==> src/rtl/arb_pkg.sv <==
// Shared definitions for shared_port_arbiter: FSM state encoding, mux select
// codes and the timeout counter width.
package arb_pkg;

  typedef enum logic [1:0] {
    StIdle  = 2'd0,
    StBusy0 = 2'd1,
    StBusy1 = 2'd2,
    StTurn  = 2'd3
  } arb_state_e;

  localparam logic SEL_D0 = 1'b0;
  localparam logic SEL_D1 = 1'b1;

  localparam int unsigned ARB_CNT_W = 8;

endpackage

==> src/rtl/arb_pick2.sv <==
// Combinational winner selection between two requesters.
//   req0_i / req1_i : requests
//   last_i          : requester granted last (1 = requester 1); loses a tie
//   valid_o         : at least one request is active
//   win1_o          : 1 when requester 1 wins, 0 when requester 0 wins
module arb_pick2 (
  input  logic req0_i,
  input  logic req1_i,
  input  logic last_i,
  output logic valid_o,
  output logic win1_o
);

  always_comb begin
    valid_o = req0_i | req1_i;
    // Requester 1 wins when alone, or on a tie when requester 0 was served last.
    win1_o  = req1_i & (~req0_i | ~last_i);
  end

endmodule

==> src/rtl/shared_port_arbiter.sv <==
// Two-requester arbiter/sequencer for a shared N-bit resource port.
// Grants one requester, drives the shared 2:1 mux select, holds the grant
// until port_done, and aborts a stalled grant after TIMEOUT busy cycles.
// Every grant is followed by one turnaround cycle with both grants low.
//
// Ports:
//   clk, rst_n     : clock, asynchronous active-low reset
//   req0, req1     : requests (0 = data side, 1 = fetch side)
//   d0, d1         : requester operands
//   port_done      : resource finished the current transaction
//   gnt0, gnt1     : port ownership
//   sel            : mux select (1 = d1, 0 = d0)
//   port_data      : registered mux output
//   port_valid     : one-cycle start strobe
//   err_timeout    : one-cycle pulse when a grant is aborted
//
// Config macro SHARED_PORT_ARB_RR_EN: when defined, ties are broken
// round-robin; otherwise requester 0 always wins ties.
module shared_port_arbiter
  import arb_pkg::*;
#(
  parameter int unsigned N       = 32,
  parameter int unsigned TIMEOUT = 15
) (
  input  logic         clk,
  input  logic         rst_n,
  input  logic         req0,
  input  logic         req1,
  input  logic [N-1:0] d0,
  input  logic [N-1:0] d1,
  input  logic         port_done,
  output logic         gnt0,
  output logic         gnt1,
  output logic         sel,
  output logic [N-1:0] port_data,
  output logic         port_valid,
  output logic         err_timeout
);

  localparam logic [ARB_CNT_W-1:0] TimeoutCnt = ARB_CNT_W'(TIMEOUT);

  arb_state_e           state_q, state_d;
  logic [ARB_CNT_W-1:0] cnt_q, cnt_d;
  logic                 gnt0_q, gnt0_d;
  logic                 gnt1_q, gnt1_d;
  logic                 sel_q, sel_d;
  logic [N-1:0]         data_q, data_d;
  logic                 valid_q, valid_d;
  logic                 err_q, err_d;

  logic                 last_gnt;
  logic                 win_valid;
  logic                 win1;

  arb_pick2 u_pick (
    .req0_i  (req0),
    .req1_i  (req1),
    .last_i  (last_gnt),
    .valid_o (win_valid),
    .win1_o  (win1)
  );

`ifdef SHARED_PORT_ARB_RR_EN
  logic ptr_q, ptr_d;

  always_comb begin
    ptr_d = ptr_q;
    if (state_q == StIdle && win_valid) begin
      ptr_d = win1;
    end
  end

  // Pointer resets to 1 so requester 0 wins the first tie.
  always_ff @(posedge clk or negedge rst_n) begin
    if (!rst_n) begin
      ptr_q <= 1'b1;
    end else begin
      ptr_q <= ptr_d;
    end
  end

  assign last_gnt = ptr_q;
`else
  // Fixed priority: behaving as if requester 1 was always served last.
  assign last_gnt = 1'b1;
`endif

  always_comb begin
    state_d = state_q;
    cnt_d   = cnt_q;
    gnt0_d  = gnt0_q;
    gnt1_d  = gnt1_q;
    sel_d   = sel_q;
    data_d  = data_q;
    valid_d = 1'b0;
    err_d   = 1'b0;

    unique case (state_q)
      StIdle: begin
        if (win_valid) begin
          state_d = win1 ? StBusy1 : StBusy0;
          gnt0_d  = ~win1;
          gnt1_d  = win1;
          sel_d   = win1 ? SEL_D1 : SEL_D0;
          data_d  = sel_d ? d1 : d0;
          valid_d = 1'b1;
          cnt_d   = '0;
        end
      end
      StBusy0, StBusy1: begin
        if (port_done) begin
          state_d = StTurn;
          gnt0_d  = 1'b0;
          gnt1_d  = 1'b0;
        end else if (cnt_q == TimeoutCnt) begin
          state_d = StTurn;
          gnt0_d  = 1'b0;
          gnt1_d  = 1'b0;
          err_d   = 1'b1;
        end else begin
          cnt_d = cnt_q + 1'b1;
        end
      end
      StTurn: begin
        state_d = StIdle;
      end
      default: begin
        state_d = StIdle;
      end
    endcase
  end

  always_ff @(posedge clk or negedge rst_n) begin
    if (!rst_n) begin
      state_q <= StIdle;
      cnt_q   <= '0;
      gnt0_q  <= 1'b0;
      gnt1_q  <= 1'b0;
      sel_q   <= SEL_D0;
      data_q  <= '0;
      valid_q <= 1'b0;
      err_q   <= 1'b0;
    end else begin
      state_q <= state_d;
      cnt_q   <= cnt_d;
      gnt0_q  <= gnt0_d;
      gnt1_q  <= gnt1_d;
      sel_q   <= sel_d;
      data_q  <= data_d;
      valid_q <= valid_d;
      err_q   <= err_d;
    end
  end

  assign gnt0        = gnt0_q;
  assign gnt1        = gnt1_q;
  assign sel         = sel_q;
  assign port_data   = data_q;
  assign port_valid  = valid_q;
  assign err_timeout = err_q;

endmodule
==> config.mk <==
export PLATFORM = sky130hd
export DESIGN_NAME = shared_port_arbiter
export DESIGN_NICKNAME = d
export VERILOG_FILES = /design/src/rtl/arb_pkg.sv /design/src/rtl/arb_pick2.sv /design/src/rtl/shared_port_arbiter.sv
export SDC_FILE = /design/constraint.sdc
export NUM_CORES = 1
export LEC_CHECK = 0
export ABC_AREA = 0
export CORE_UTILIZATION = 40
export CTS_BUF_LIST = sky130_fd_sc_hd__clkbuf_8
export CTS_CLUSTER_DIAMETER = 80
export DETAILED_ROUTE_END_ITERATION = 8
export PLACE_DENSITY = 0.88
export SETUP_SLACK_MARGIN = 0.2
export SYNTH_ARGS = -nofsm -noshare
export SYNTH_HDL_FRONTEND = slang
export SYNTH_HIERARCHICAL = 1
export SYNTH_SLANG_ARGS = --single-unit
==> constraint.sdc <==
create_clock -name clk -period 1.8 [get_ports clk]
set_clock_uncertainty 0.1 [all_clocks]
set_input_delay 0.18 -clock clk [delete_from_list [all_inputs] [get_ports clk]]
set_output_delay 0.18 -clock clk [all_outputs]
set_load 0.005 [all_outputs]
==> flow_metrics.env, run 1 <==
export IMPL_status="complete, no violations"
export IMPL_diodes=0
export IMPL_combPwrFrac_pct=51.8
export IMPL_grt_pass1_wl_um=9910
export IMPL_power_density_mw_per_mm2=1380
export IMPL_drc=0
export IMPL_period_share_pct=86.6
export IMPL_rsz0062_at_grt="yes"
export IMPL_synthXorXnorAreaFrac_pct=0
export IMPL_routed_via_density=5.03
export IMPL_postLayoutCellArea_mm2=0.00376
export IMPL_place_area_mm2=0.00358
export IMPL_rr_startpoint="state_q[0]"
export IMPL_clock_root_buffer="clkbuf_8"
export IMPL_hpwl_um=4670
export IMPL_internal_power_w=0.00342
export IMPL_whs_ps=288
export IMPL_synth_seq_area_share_pct=49.8
export IMPL_synth_area_leader_cell="dfrtp_1"
export IMPL_area_growth_pct=59.3
export IMPL_synth_top_cell_area_share_pct=49.8
export IMPL_first_iter_violations=98
export IMPL_die_w_um=78.9
export IMPL_synth_edff_count=0
export IMPL_ant_nets=0
export IMPL_rrSetupSlack_ps=240
export IMPL_clk_pin_slew_ps=80
export IMPL_drv_cap=0
export IMPL_hold_viol_final=0
export IMPL_p_total_w=0.00521
export IMPL_switchingPower_w=0.00179
export IMPL_num_vias=2166
export IMPL_wl_um=6040
export IMPL_nets=430
export IMPL_fp_row_count=27
export IMPL_routabilityCongestion=0.808
export IMPL_syn_inst=244
export IMPL_synth_top_family_by_area="multiplexers"
export IMPL_synth_nets=315
export IMPL_power_leakage_nw=1.67
export IMPL_synth_compound_area_share_pct=12.9
export IMPL_setup_viol=0
export IMPL_criticalPathCategory="reg -> reg"
export IMPL_finalSetupTns_ps=0
export IMPL_cts_sinks=47
export IMPL_first_pass_iters=4
export IMPL_grt_usage_pct=20.3
export IMPL_crit_arrival_ps=1640
export IMPL_drive_gt1_share_pct=10.6
export IMPL_antenna_found_initial=0
export IMPL_wl_met2_um=3000
export IMPL_grt_pass1_vias=2141
export IMPL_met1_length_um=2440
export IMPL_seq_power_share_pct=34.0
export IMPL_port_buffers=105
export IMPL_wl_per_cell_um=14.0
export IMPL_clk_latency_ps=290
export IMPL_fmax_ghz=0.642
export IMPL_cp_max_fo=8
export IMPL_endpoint_kind="flop"
export IMPL_swShare_pct=34.3
export IMPL_ys_warn_count=6
export IMPL_cp_data_required_time_ps=1890
export IMPL_synthAdderAreaFrac_pct=1.06
export IMPL_wl_met3_um=533
export IMPL_fp_dieArea_mm2=0.00622
export IMPL_dp_slack_ps=-67.5
export IMPL_ir_worst_vdd_mv=0.610
export IMPL_yosysMostFrequentCell="nand2_1"
export IMPL_timing_rr_end="cnt_q[6]"
export IMPL_syn_avg_cell_area_um2=9.68
export IMPL_fin_crit_ps=1560
export IMPL_synthSimpleGateAreaFrac_pct=15.4
export IMPL_die_h_um=78.9
export IMPL_highest_layer="met4"
export IMPL_async_reset_ff_share_pct=100
export IMPL_synth_seq_cells=47
export IMPL_h_tree_depth=2
export IMPL_synth_area_top_cells="dfrtp_1 (50%), mux2i_1 (16%), o21ai_0 (8.3%)"
export IMPL_cts_buffers=5
export IMPL_clockPowerShare_pct=14.2
export IMPL_final_setup_worst_slack_ps=242
export IMPL_start_util_pct=42.1
export IMPL_synth_distinct_cells=40
export IMPL_grt_max_degree=45
export IMPL_post_synth_mux_area_share_pct=15.7
export IMPL_synthesis_area_mm2=0.00236
export IMPL_core_mm2=0.00561
export IMPL_reg2reg_depth=7
export IMPL_io_pins=106
export IMPL_ys_flop_type="dfrtp_1"
export IMPL_timing_final_max_slew_violations=0
export IMPL_synth_common_cells="nand2_1 (48), dfrtp_1 (47), o21ai_0 (39)"
export IMPL_grt_ovfl_total=0
export IMPL_cts_tree="built"
export IMPL_startpoint_type="flop"
export IMPL_hold_path_class="in -> async"
export IMPL_clockBufferDepth=2
==> worst max-delay path by stage <==
| stage | startpoint | end |
|---|---|---|
| finish | state_q[0] | cnt_q[6] |
| global route | state_q[0] | cnt_q[6] |
| CTS | cnt_q[0] | cnt_q[1] |
| detailed placement | req1 | cnt_q[6] |
| global placement | req1 | cnt_q[6] |
| floorplan | state_q[1] | cnt_q[5] |
==> power groups by stage <==
stage / combinational, W / sequential [W] / clock [W]
floorplan: 0.00113 / 0.00177 / 0
global placement: 0.00241 / 0.00175 / 0
detailed placement: 0.00250 / 0.00178 / 0
CTS: 0.00263 / 0.00177 / 0.000757
global route: 0.00298 / 0.00183 / 0.000806
finish: 0.00270 / 0.00177 / 0.000737
==> metrics by stage <==
step                utilization [%]  std cells
floorplan                         -        244
global placement               63.8        420
finish                         67.1        431
CTS                            66.4        428
detailed placement             63.8        420
global route                   67.1        431
==> area by class of cell <==
cell class | count | area [um2]
multi-input cells | 175 | 1120
clock buffers | 5 | 68.8
repair buffers | 124 | 1250
fillers | 455 | 1850
inverters | 6 | 22.5
flip-flops and latches | 47 | 1180
clock inverters | 2 | 33.8
well taps | 72 | 90.1
==> cell usage in the layout, fill, tap and decap left out, types with 2 or more instances in the layout <==
cell and instances:
clkdlybuf4s50_1 104, nand2_1 47, dfrtp_1 47, o21ai_0 37
mux2i_1 36, buf_4 12, nor2_1 9, a21oi_1 7
clkbuf_8 5, inv_1 4, nand3_1 4, buf_12 4
inv_2 3, o21ai_1 3, a31oi_1 2, nor3_1 2
buf_6 2
==> cells by family (layout without fill, tap and decap cells) <==
logic type,after synthesis,in the layout
AOI/OAI and AO/OA,56,56
and+or+nand+nor,79,79
DFF,47,47
adders and majority gates,2,2
buffers and inverters,22,137
muxes,37,37
other,1,1
==> repair_timing <==
action,CTS,global route
hold endpoints to repair,19,0
buffers inserted,0,3
resized for setup,8,7
hold buffers,1,0
pin swaps,1,3
setup endpoints to repair,7,11
==> critical path, cell delays in order, from the launching register on <==
cell and delay, ps:
dfrtp_1 410, inv_2 90, ha_4 170, mux2i_4 270
buf_6 160, nor2_1 50, mux2i_1 130, o21ai_1 80
==> sequential cells by signal, indices dropped and copies added (netlist names) <==
| signal | count |
|---|---|
| cnt_q | 8 |
| err_timeout | 1 |
| gnt0 | 1 |
| gnt1 | 1 |
| port_data | 32 |
| port_valid | 1 |
| sel | 1 |
| state_q | 2 |
==> metal layers <==
metal | vias to the layer above | global-route usage [%]
met5 | - | 0
met4 | 0 | 5.64
met3 | 9 | 5.52
met2 | 88 | 35.9
met1 | 1000 | 24.1
li1 | 1069 | -
(Power assumes the default switching activity.)
==> inputs of run 2 (changes only) <==
ABC_CLOCK_PERIOD_IN_PS = 1800   (was default)
PLACE_DENSITY = 0.77   (was 0.88)
==> flow_metrics.env, run 2 (synthesized netlist as in run 1, its figures left out) <==
export IMPL_drive_gt1_share_pct=11.9
export IMPL_rsz0062_at_grt="yes"
export IMPL_clk_pin_slew_ps=90
export IMPL_wl_um=5980
export IMPL_hold_viol_final=0
export IMPL_io_pins=106
export IMPL_clockBufferDepth=2
export IMPL_first_iter_violations=116
export IMPL_startpoint_type="flop"
export IMPL_routed_via_density=5.00
export IMPL_num_fill_cells=470
export IMPL_cp_data_required_time_ps=1930
export IMPL_cp_max_fo=8
export IMPL_slowest_stage="or4_4"
export IMPL_cts_buffers=5
export IMPL_h_tree_depth=2
export IMPL_ir_worst_vdd_mv=0.715
export IMPL_clock_root_buffer="clkbuf_8"
export IMPL_routabilityCongestion=0.874
export IMPL_final_setup_worst_slack_ps=164
export IMPL_setup_viol=0
export IMPL_place_area_mm2=0.00356
export IMPL_diodes=0
export IMPL_fin_crit_ps=1640
export IMPL_fmax_ghz=0.611
export IMPL_grt_ovfl_total=0
export IMPL_nets=430
export IMPL_timing_final_max_slew_violations=0
export IMPL_antenna_found_initial=0
export IMPL_cp_slowest_stage_delay_ps=530
export IMPL_ant_nets=0
export IMPL_multi_input_area_mm2=0.00113
export IMPL_dp_slack_ps=-112
export IMPL_final_common_cell="clkdlybuf4s50_1"
export IMPL_clk_latency_ps=290
export IMPL_fp_dieArea_mm2=0.00622
export IMPL_core_mm2=0.00561
export IMPL_period_share_pct=90.9
export IMPL_final_cell_mix="clkdlybuf4s50_1 (104), nand2_1 (46), dfrtp_1 (46), mux2i_1 (36), o21ai_0 (35)"
export IMPL_wl_per_cell_um=13.8
export IMPL_finalNonFillerCells=432
export IMPL_register_area_mm2=0.00118
export IMPL_drc=0
export IMPL_power_leakage_nw=1.66
export IMPL_crit_arrival_ps=1770
export IMPL_hold_path_class="in -> async"
export IMPL_dp_cells=418
export IMPL_cts_sinks=47
export IMPL_criticalPathCategory="reg -> reg"
export IMPL_grt_max_degree=46
export IMPL_crit_chain="inv_2, ha_4, buf_6, inv_6, or4_4, nand3_2"
export IMPL_first_pass_iters=4
export IMPL_die_w_um=78.9
export IMPL_die_h_um=78.9
export IMPL_grt_usage_pct=19.2
export IMPL_grt_pass1_vias=2100
export IMPL_area_growth_pct=59.3
export IMPL_start_util_pct=42.1
export IMPL_power_density_mw_per_mm2=1370
export IMPL_grt_pass1_wl_um=9410
export IMPL_endpoint_kind="flop"
export IMPL_tightestPinTransition_ps=547
export IMPL_port_buffers=105
export IMPL_relSlewSlack_pct=63.5
export IMPL_postLayoutCellArea_mm2=0.00376
export IMPL_hpwl_um=4360
export IMPL_fp_row_count=27
export IMPL_cts_tree="built"
export IMPL_largest_reg_flops=32
export IMPL_num_vias=2161
export IMPL_status="complete, no violations"
export IMPL_drv_cap=0
run 2: final cells by class:
class                      count  area share [%]
multi-input combinational    175            30.1
timing repair buffer         124            33.3
clock buffer                   5            1.83
clock inverter                 3           0.432
inverter                       6           0.731
tap                           72            2.39
sequential                    47            31.3
run 2: final timing paths:
check / slack (ps) / endpoint / cells past startpoint / from
min reg2reg: 380 / port_data[6] / 2 / port_data[6]
max reg2reg: 160 / cnt_q[5] / 6 / state_q[0]
min: 330 / port_data[11] / 2 / rst_n
max: 160 / cnt_q[5] / 6 / state_q[0]
max in group asynchronous: 750 / cnt_q[2] / 3 / rst_n
min in group clk: 380 / port_data[6] / 2 / port_data[6]
run 2: per-stage QoR:
step / hold slack [ps] / total power (W) / utilization, % / TNS (ps)
2_1_floorplan: -216 / 0.00290 / - / 0
3_3_place_gp: 90.4 / 0.00412 / 63.5 / -49.5
3_5_place_dp: 97.5 / 0.00419 / 63.5 / -389
4_1_cts: 342 / 0.00507 / 66.4 / 0
5_1_grt: 386 / 0.00555 / 67.1 / 0
6_report: 326 / 0.00516 / 67.1 / 0
run 2: worst max-delay path, delay by kind of cell, from the launching register on:
family / cells / cell delay [ps]
buffers and inverters: 3 / 220
flip-flops: 1 / 370
adder cells (fa/ha/maj): 1 / 280
AND/OR/NAND/NOR: 2 / 600
run 2: power breakdown:
part | internal [W] | switching [W] | total [W]
clock | 0.000266 | 0.000339 | 0.000606
sequential | 0.00150 | 0.000246 | 0.00175
combinational | 0.00158 | 0.00123 | 0.00281
run 2: layer usage:
| layer | track usage [%] | up-vias | part of all wire [%] |
|---|---|---|---|
| met5 | 0 | - | 0 |
| met4 | 2.73 | 0 | 0.15 |
| met3 | 4.60 | 2 | 8.4 |
| met2 | 35.3 | 98 | 50 |
| met1 | 23.1 | 984 | 41 |
| li1 | - | 1077 | - |
run 2: what timing repair did:
item | in CTS | in global routing
pin swaps | 3 | 4
gates resized for setup | 11 | 12
hold buffers | 1 | 0
buffers inserted | 4 | 1
hold endpoints to repair | 22 | 0
endpoints found under the setup margin | 12 | 13
